===== config.mk =====
export PLATFORM = sky130hd
export DESIGN_NAME = ioctl_mem_sched_flat
export DESIGN_NICKNAME = d
export VERILOG_FILES = /design/src/rtl/ioctl_mem_sched_if.sv /design/src/rtl/ioctl_mem_sched.sv /design/src/flat_wrapper.sv
export SDC_FILE = /design/constraint.sdc
export NUM_CORES = 1
export LEC_CHECK = 0
export ABC_CLOCK_PERIOD_IN_PS = 1900
export CELL_PAD_IN_SITES_DETAIL_PLACEMENT = 0
export CELL_PAD_IN_SITES_GLOBAL_PLACEMENT = 1
export CORE_MARGIN = 3
export CORE_UTILIZATION = 29
export CTS_CLUSTER_DIAMETER = 150
export DETAILED_ROUTE_END_ITERATION = 7
export GPL_TIMING_DRIVEN = 0
export MAX_ROUTING_LAYER = met4
export PLACE_DENSITY = 0.81
export SYNTH_ARGS = -nofsm -noshare
export SYNTH_HDL_FRONTEND = slang
export SYNTH_SLANG_ARGS = --single-unit
export TNS_END_PERCENT = 10

===== constraint.sdc =====
create_clock -name clk_sys -period 1.9 [get_ports clk_sys]
set_clock_uncertainty 0.15 [all_clocks]
set_input_delay 0.19 -clock clk_sys [delete_from_list [all_inputs] [get_ports clk_sys]]
set_output_delay 0.19 -clock clk_sys [all_outputs]
set_load 0.005 [all_outputs]

===== src/rtl/ioctl_mem_sched_if.sv =====
// ioctl_mem_sched_if: bundles the download bus, the CPU request bus and the
// shared RAM port of ioctl_mem_sched.
// slave  = scheduler view, master = surrounding system view.
// IOCTL_CHECKSUM_EN adds the dl_sum output.
interface ioctl_mem_sched_if #(
    parameter int ADDR_W = 16
) ();
    // download stream
    logic              ioctl_download;
    logic [7:0]        ioctl_index;
    logic              ioctl_wr;
    logic [24:0]       ioctl_addr;
    logic [7:0]        ioctl_dout;
    logic              ioctl_wait;
    // CPU requester
    logic              cpu_req;
    logic              cpu_we;
    logic [ADDR_W-1:0] cpu_addr;
    logic [7:0]        cpu_din;
    logic [7:0]        cpu_dout;
    logic              cpu_ack;
    // shared RAM port
    logic              mem_en;
    logic              mem_we;
    logic [ADDR_W-1:0] mem_addr;
    logic [7:0]        mem_din;
    logic [7:0]        mem_dout;
    // status
    logic              core_reset;
    logic              dl_overflow;
`ifdef IOCTL_CHECKSUM_EN
    logic [15:0]       dl_sum;
`endif

    modport slave (
        input  ioctl_download, ioctl_index, ioctl_wr, ioctl_addr, ioctl_dout,
        output ioctl_wait,
        input  cpu_req, cpu_we, cpu_addr, cpu_din,
        output cpu_dout, cpu_ack,
        output mem_en, mem_we, mem_addr, mem_din,
        input  mem_dout,
`ifdef IOCTL_CHECKSUM_EN
        output dl_sum,
`endif
        output core_reset, dl_overflow
    );

    modport master (
        output ioctl_download, ioctl_index, ioctl_wr, ioctl_addr, ioctl_dout,
        input  ioctl_wait,
        output cpu_req, cpu_we, cpu_addr, cpu_din,
        input  cpu_dout, cpu_ack,
        input  mem_en, mem_we, mem_addr, mem_din,
        output mem_dout,
`ifdef IOCTL_CHECKSUM_EN
        input  dl_sum,
`endif
        input  core_reset, dl_overflow
    );
endinterface


===== src/rtl/ioctl_mem_sched.sv =====
// ioctl_mem_sched: arbitrates one single-port RAM between the ioctl download
// stream (priority) and the emulated CPU, and generates the core reset.
// Optional feature macro: IOCTL_CHECKSUM_EN (adds dl_sum, a 16-bit wrapping
// sum of all download bytes written to RAM).
//
// Timing: RAM controls are registered. A read launched at clock edge E has
// mem_dout sampled at edge E+MEM_LAT, so with MEM_LAT=1 the RAM must present
// data in the cycle mem_en is high. A download byte stays "pending" (and
// ioctl_wait high) until its RAM write cycle has completed, so a strobe on
// the very next cycle is dropped and flagged in dl_overflow.
module ioctl_mem_sched #(
    parameter int         ADDR_W   = 16,
    parameter logic [7:0] DL_INDEX = 8'h00,
    parameter int         RST_HOLD = 16,
    parameter int         MEM_LAT  = 1
) (
    input logic              clk_sys,
    input logic              reset,
    ioctl_mem_sched_if.slave bus
);
    typedef enum logic [0:0] {
        IDLE    = 1'b0,
        RD_WAIT = 1'b1
    } state_t;

    localparam logic [7:0] HOLD_INIT = 8'(RST_HOLD);
    localparam logic [1:0] LAT_LAST  = 2'(MEM_LAT - 1);

    state_t            state_r;
    logic              pending_r;
    logic              dl_issued_r;
    logic              dl_active_d_r;
    logic              cpu_done_r;
    logic [ADDR_W-1:0] pend_addr_r;
    logic [7:0]        pend_data_r;
    logic [7:0]        hold_r;
    logic [1:0]        lat_r;

    logic dl_active_s;
    logic dl_rise_s;
    logic in_range_s;
    logic accept_s;
    logic drop_s;
    logic launch_pend_s;
    logic launch_new_s;
    logic grant_s;
    logic pending_next_s;
    logic core_reset_s;

    // Request decode: download match, acceptance and CPU grant for this cycle.
    always_comb begin
        dl_active_s   = bus.ioctl_download && (bus.ioctl_index == DL_INDEX);
        dl_rise_s     = dl_active_s && !dl_active_d_r;
        in_range_s    = (bus.ioctl_addr[24:ADDR_W] == {(25 - ADDR_W){1'b0}});
        accept_s      = bus.ioctl_wr && dl_active_s && !pending_r;
        drop_s        = bus.ioctl_wr && dl_active_s && pending_r;
        launch_pend_s = (state_r == IDLE) && pending_r && !dl_issued_r;
        launch_new_s  = (state_r == IDLE) && accept_s && in_range_s;
        core_reset_s  = reset || dl_active_s || (hold_r != 8'd0);
        grant_s       = (state_r == IDLE) && !pending_r && !launch_new_s &&
                        bus.cpu_req && !dl_active_s && !core_reset_s &&
                        !cpu_done_r && !bus.cpu_ack;
        if (dl_issued_r) begin
            pending_next_s = 1'b0;
        end else if (accept_s && in_range_s) begin
            pending_next_s = 1'b1;
        end else begin
            pending_next_s = pending_r;
        end
    end

    assign bus.core_reset = core_reset_s;

    // Scheduler FSM, pending buffer, hold counter and all registered outputs.
    always_ff @(posedge clk_sys) begin
        if (reset) begin
            state_r         <= IDLE;
            pending_r       <= 1'b0;
            dl_issued_r     <= 1'b0;
            dl_active_d_r   <= 1'b0;
            cpu_done_r      <= 1'b0;
            pend_addr_r     <= {ADDR_W{1'b0}};
            pend_data_r     <= 8'd0;
            hold_r          <= HOLD_INIT;
            lat_r           <= 2'd0;
            bus.ioctl_wait  <= 1'b0;
            bus.cpu_ack     <= 1'b0;
            bus.cpu_dout    <= 8'd0;
            bus.mem_en      <= 1'b0;
            bus.mem_we      <= 1'b0;
            bus.mem_addr    <= {ADDR_W{1'b0}};
            bus.mem_din     <= 8'd0;
            bus.dl_overflow <= 1'b0;
        end else begin
            dl_active_d_r  <= dl_active_s;
            pending_r      <= pending_next_s;
            bus.ioctl_wait <= pending_next_s;
            dl_issued_r    <= 1'b0;
            bus.mem_en     <= 1'b0;
            bus.mem_we     <= 1'b0;
            bus.cpu_ack    <= 1'b0;

            if (accept_s && in_range_s) begin
                pend_addr_r <= bus.ioctl_addr[ADDR_W-1:0];
                pend_data_r <= bus.ioctl_dout;
            end else begin
                pend_addr_r <= pend_addr_r;
            end

            if (drop_s) begin
                bus.dl_overflow <= 1'b1;
            end else if (dl_rise_s) begin
                bus.dl_overflow <= 1'b0;
            end else begin
                bus.dl_overflow <= bus.dl_overflow;
            end

            // counter sits at RST_HOLD while downloading, counts down after
            if (dl_active_s) begin
                hold_r <= HOLD_INIT;
            end else if (hold_r != 8'd0) begin
                hold_r <= hold_r - 8'd1;
            end else begin
                hold_r <= hold_r;
            end

            // completed CPU access whose ack was held off by a download
            if (cpu_done_r && !dl_active_s) begin
                bus.cpu_ack <= 1'b1;
                cpu_done_r  <= 1'b0;
            end else begin
                cpu_done_r  <= cpu_done_r;
            end

            case (state_r)
                IDLE: begin
                    if (launch_pend_s) begin
                        bus.mem_en   <= 1'b1;
                        bus.mem_we   <= 1'b1;
                        bus.mem_addr <= pend_addr_r;
                        bus.mem_din  <= pend_data_r;
                        dl_issued_r  <= 1'b1;
                    end else if (launch_new_s) begin
                        bus.mem_en   <= 1'b1;
                        bus.mem_we   <= 1'b1;
                        bus.mem_addr <= bus.ioctl_addr[ADDR_W-1:0];
                        bus.mem_din  <= bus.ioctl_dout;
                        dl_issued_r  <= 1'b1;
                    end else if (grant_s) begin
                        bus.mem_en   <= 1'b1;
                        bus.mem_we   <= bus.cpu_we;
                        bus.mem_addr <= bus.cpu_addr;
                        bus.mem_din  <= bus.cpu_din;
                        if (bus.cpu_we) begin
                            cpu_done_r <= 1'b1;
                        end else begin
                            lat_r   <= 2'd0;
                            state_r <= RD_WAIT;
                        end
                    end else begin
                        state_r <= IDLE;
                    end
                end
                RD_WAIT: begin
                    if (lat_r == LAT_LAST) begin
                        bus.cpu_dout <= bus.mem_dout;
                        state_r      <= IDLE;
                        if (dl_active_s) begin
                            cpu_done_r  <= 1'b1;
                        end else begin
                            bus.cpu_ack <= 1'b1;
                        end
                    end else begin
                        lat_r <= lat_r + 2'd1;
                    end
                end
                default: begin
                    state_r <= IDLE;
                end
            endcase
        end
    end

`ifdef IOCTL_CHECKSUM_EN
    logic [7:0] sum_byte_s;
    logic [15:0] sum_base_s;

    // Selects the byte being written this cycle and the restart-aware base.
    always_comb begin
        if (launch_pend_s) begin
            sum_byte_s = pend_data_r;
        end else begin
            sum_byte_s = bus.ioctl_dout;
        end
        if (dl_rise_s) begin
            sum_base_s = 16'd0;
        end else begin
            sum_base_s = bus.dl_sum;
        end
    end

    // Running sum of download bytes written to RAM, restarted per download.
    always_ff @(posedge clk_sys) begin
        if (reset) begin
            bus.dl_sum <= 16'd0;
        end else if (launch_pend_s || launch_new_s) begin
            bus.dl_sum <= sum_base_s + {8'd0, sum_byte_s};
        end else begin
            bus.dl_sum <= sum_base_s;
        end
    end
`endif
endmodule


===== src/flat_wrapper.sv =====
// flat-port wrapper written by rule: the top's interface ports become plain ports
module ioctl_mem_sched_flat 
#(
    parameter int         ADDR_W   = 16,
    parameter logic [7:0] DL_INDEX = 8'h00,
    parameter int         RST_HOLD = 16,
    parameter int         MEM_LAT  = 1
)
  (clk_sys, reset, bus_ioctl_download, bus_ioctl_index, bus_ioctl_wr, bus_ioctl_addr, bus_ioctl_dout, bus_ioctl_wait, bus_cpu_req, bus_cpu_we, bus_cpu_addr, bus_cpu_din, bus_cpu_dout, bus_cpu_ack, bus_mem_en, bus_mem_we, bus_mem_addr, bus_mem_din, bus_mem_dout, bus_core_reset, bus_dl_overflow);
  ioctl_mem_sched_if #(.ADDR_W(ADDR_W)) bus_i ();
  input logic clk_sys;
  input logic reset;
  input wire logic [$bits(bus_i.ioctl_download)-1:0] bus_ioctl_download;
  input wire logic [$bits(bus_i.ioctl_index)-1:0] bus_ioctl_index;
  input wire logic [$bits(bus_i.ioctl_wr)-1:0] bus_ioctl_wr;
  input wire logic [$bits(bus_i.ioctl_addr)-1:0] bus_ioctl_addr;
  input wire logic [$bits(bus_i.ioctl_dout)-1:0] bus_ioctl_dout;
  output wire logic [$bits(bus_i.ioctl_wait)-1:0] bus_ioctl_wait;
  input wire logic [$bits(bus_i.cpu_req)-1:0] bus_cpu_req;
  input wire logic [$bits(bus_i.cpu_we)-1:0] bus_cpu_we;
  input wire logic [$bits(bus_i.cpu_addr)-1:0] bus_cpu_addr;
  input wire logic [$bits(bus_i.cpu_din)-1:0] bus_cpu_din;
  output wire logic [$bits(bus_i.cpu_dout)-1:0] bus_cpu_dout;
  output wire logic [$bits(bus_i.cpu_ack)-1:0] bus_cpu_ack;
  output wire logic [$bits(bus_i.mem_en)-1:0] bus_mem_en;
  output wire logic [$bits(bus_i.mem_we)-1:0] bus_mem_we;
  output wire logic [$bits(bus_i.mem_addr)-1:0] bus_mem_addr;
  output wire logic [$bits(bus_i.mem_din)-1:0] bus_mem_din;
  input wire logic [$bits(bus_i.mem_dout)-1:0] bus_mem_dout;
  output wire logic [$bits(bus_i.core_reset)-1:0] bus_core_reset;
  output wire logic [$bits(bus_i.dl_overflow)-1:0] bus_dl_overflow;
  assign bus_i.ioctl_download = bus_ioctl_download;
  assign bus_i.ioctl_index = bus_ioctl_index;
  assign bus_i.ioctl_wr = bus_ioctl_wr;
  assign bus_i.ioctl_addr = bus_ioctl_addr;
  assign bus_i.ioctl_dout = bus_ioctl_dout;
  assign bus_ioctl_wait = bus_i.ioctl_wait;
  assign bus_i.cpu_req = bus_cpu_req;
  assign bus_i.cpu_we = bus_cpu_we;
  assign bus_i.cpu_addr = bus_cpu_addr;
  assign bus_i.cpu_din = bus_cpu_din;
  assign bus_cpu_dout = bus_i.cpu_dout;
  assign bus_cpu_ack = bus_i.cpu_ack;
  assign bus_mem_en = bus_i.mem_en;
  assign bus_mem_we = bus_i.mem_we;
  assign bus_mem_addr = bus_i.mem_addr;
  assign bus_mem_din = bus_i.mem_din;
  assign bus_i.mem_dout = bus_mem_dout;
  assign bus_core_reset = bus_i.core_reset;
  assign bus_dl_overflow = bus_i.dl_overflow;
  ioctl_mem_sched #(.ADDR_W(ADDR_W), .DL_INDEX(DL_INDEX), .RST_HOLD(RST_HOLD), .MEM_LAT(MEM_LAT)) u_core (.clk_sys(clk_sys), .reset(reset), .bus(bus_i));
endmodule

==> reports/results.ini <==
[run_status]
status = finished with violations
violations = setup timing

[route]
drtAntennaViolNets = 0
dr.pass1.iters = 5
via_per_inst = 5.14
wirelength_um = 12700
dr.first_iter.drc_count = 254
vias = 3910
drc = 0
wl_per_cell_um = 16.8

[placement]
place_inst = 717
post_dp_cell_area_sq_um = 4890
dp_slack_ns = -1.01
dp_hpwl_um = 9030
portBuffers = 115
place_congestion = 0.788

[yosys]
syn_avg_cell_area_sq_um = 7.74
yosysWarningCount = 0
synth_edf_count = 0
synth_nets = 540
yosysSeqAreaShare_pct = 42.2
synthesis.area_sq_um = 3550
synth_cells = 459
synth-main-ff-cell = dfxtp_1
synth-async-reset-ratio_pct = 0
yosys.cell_types.count = 48
ys_ff_latch = 75

[pwr]
power_density_nw_per_um2 = 747
switching_share_pct = 25.3
power_mw = 4.39
power_frac_comb_pct = 17.2
clkPwrFrac_pct = 43.0
internal_power_mw = 3.28
total_leakage_power_nw = 2.22
p_sw_mw = 1.11
p_seq_share_pct = 39.8
peakVddDrop_uv = 455

[clock_network]
insertion_delay_ns = 0.34
cts_made_buffers = 9
cts.clk_slew.worst_paths_ns = 0.06
cts_tree = yes
cts_buffer_depth = 2
cts_root_buffer = clkbuf_16
numClockSinks = 75
cts-htree-levels = 3

[hold_path]
min_path_type = primary input to flip-flop
min_from = bus_ioctl_wr
worst_hold_path.endpoint = u_core.bus.dl_overflow
hold_depth = 3

[critical_path]
rrSetupSlack_ns = -0.13
worstSetupPathType = flip-flop to flip-flop
cpLargestDelayFamily = simple AND/OR/NAND/NOR gates
slowest_delay_ns = 0.46
cp_data_arrival_time_ns = 2.08
cp-start-kind = flip-flop
rr_worst_depth = 7
critPathSlowestCell = or4_4
cp_max_fo = 7
rr_startpoint = u_core.bus.ioctl_wait
crit_path_end_kind = flip-flop
path_buf_inv = 2
reg2reg_to = u_core.bus.mem_addr[0]
critical_path.cell_chain = or4_4 > nor3_4 > buf_12 > buf_8 > a31oi_1 > o22ai_1 > a21oi_1
required_ns = 1.95

[finish]
utilization_pct = 50.2
area_delta_synth_final_pct = 65.5
design_area_sq_um = 5880
n_antenna_cell = 0
fill_cells = 1131
layout.nets = 693
fin_cells = 760
layout-drive-gt1-share_pct = 19.4
mostFrequentLayoutCell = clkdlybuf4s50_1
final_cell_mix = clkdlybuf4s50_1 (105), dfxtp_1 (72), nand2_1 (67)

[floorplanning]
rows = 39
die-area_sq_um = 13600
start_util_pct = 30.4
io_pins = 117
design.core.area_sq_um = 11700
fp.dieH_um = 117
die_x_um = 117

[sta]
max_freq_mhz = 493
tns_ns = -2.72
hold_viol = 0
fin_crit_sh_pct = 107
tightest_slew_ns = 0.701
maxSlewViolCount = 0
setup_viol = 48
hold_slack_ns = 0.0134
rsz0062_at_grt = yes
max-slew-margin-rel_pct = 53.3
fin_crit_ns = 2.03
worst_slack_ns = -0.127

[grt]
grt_usage_pct = 19.1
antenna_found_initial = 0
grt_max_degree = 13
grt_remaining_overflow = 0
grt_pass1_vias = 3824
grt_first_pass_wirelength_um = 19600

[job]
drv_cap = 0

-- power by group through the flow --
stage / combinational, mW / clock, mW / sequential, mW
2_1_floorplan: 0.377 / 0 / 1.77
3_3_place_gp: 0.673 / 0 / 1.78
3_5_place_dp: 0.681 / 0 / 1.78
4_1_cts: 0.721 / 1.90 / 1.75
5_1_grt: 0.826 / 1.97 / 1.76
6_report: 0.756 / 1.89 / 1.75
-- cell families after synthesis --
family                     Yosys count  synth area share (%)
muxes                                3                 0.845
AOI/OAI and AO/OA                  124                  20.8
xor gates and xnor gates             7                  1.72
and+or+nand+nor                    172                  24.3
DFF                                 75                  42.2
adders and majority gates            2                 0.704
buffers and inverters               76                  9.43
-- sequential cells by signal, indices dropped and copies added (netlist names) --
| name | cells |
|---|---|
| u_core.state_r | 1 |
| u_core.dl_active_d_r | 1 |
| u_core.bus.ioctl_wait | 1 |
| u_core.cpu_done_r | 1 |
| u_core.pend_data_r | 8 |
| u_core.bus.dl_overflow | 1 |
| u_core.bus.mem_en | 1 |
| u_core.pend_addr_r | 16 |
| u_core.bus.cpu_dout | 8 |
| u_core.dl_issued_r | 1 |
| u_core.bus.mem_din | 8 |
| u_core.hold_r | 8 |
| u_core.bus.mem_we | 1 |
| u_core.bus.mem_addr | 16 |
| u_core.lat_r | 2 |
| u_core.bus.cpu_ack | 1 |
-- metal layers --
metal / track usage, % / vias up / part of all wire (%)
li1: - / 1892 / -
met1: 23.3 / 1841 / 42
met2: 31.9 / 148 / 50
met3: 3.73 / 29 / 6.4
met4: 5.96 / 0 / 2.3
met5: - / - / 0
-- synth_stat cells (2+ instances only) --
master,number,area share [%]
o31a_1,7,1.7
nand2b_1,3,0.53
o22ai_1,13,2.3
nor2b_1,2,0.35
o32ai_1,3,0.74
nand3b_1,2,0.42
nand3_1,21,3.0
xor2_1,2,0.49
buf_6,3,0.95
nor4_1,21,3.7
a21oi_1,59,8.3
a31oi_1,13,2.3
o211ai_1,2,0.42
inv_1,37,3.9
o21ai_0,11,1.5
nor2_1,29,3.1
buf_2,6,0.84
o21a_1,2,0.42
ha_1,2,0.70
nor3_1,6,0.84
mux2i_1,3,0.84
clkbuf_1,28,3.0
a22oi_1,3,0.63
dfxtp_1,75,42
nor4_4,2,1.2
a21o_1,8,1.7
xnor2_1,5,1.2
nand2_1,71,7.5
-- worst max-delay path by stage --
stage	slack, ns	to	start	depth (start not counted)
4_1_cts	-0.14	u_core.bus.mem_addr[5]	u_core.bus.ioctl_wait	8
2_1_floorplan	-0.02	u_core.bus.mem_addr[10]	u_core.hold_r[3]	6
6_report	-0.13	u_core.bus.mem_addr[0]	u_core.bus.ioctl_wait	7
3_5_place_dp	-1.01	bus_core_reset	bus_ioctl_index[1]	9
5_1_grt	-0.20	u_core.bus.mem_addr[5]	u_core.bus.ioctl_wait	8
3_3_place_gp	-1.00	bus_core_reset	bus_ioctl_index[1]	9
-- final cells by class --
| cell class | count | area (sq um) | share of cell area (%) |
|---|---|---|---|
| multi-input cells | 308 | 1960 | 33.3 |
| flip-flops and latches | 75 | 1510 | 25.6 |
| repair buffers | 144 | 1470 | 25.0 |
| plain buffers | 37 | 303 | 5.15 |
| clock buffers | 12 | 256 | 4.36 |
| well taps | 143 | 179 | 3.04 |
| inverters | 37 | 139 | 2.36 |
| clock inverters | 4 | 72.6 | 1.23 |
-- worst min-delay path: stages --
cell and delay, ns:
dlymetal6s2s_1 0.13, nand3_1 0.08, a21oi_1 0.05
-- what timing repair did --
action                     CTS  global route
setup buffers               23             3
pin swaps                   14            19
setup endpoints to repair   66            65
resized for setup           61            64
hold buffers                 0             0
gates cloned                 2             1
(Power assumes the default switching activity.)
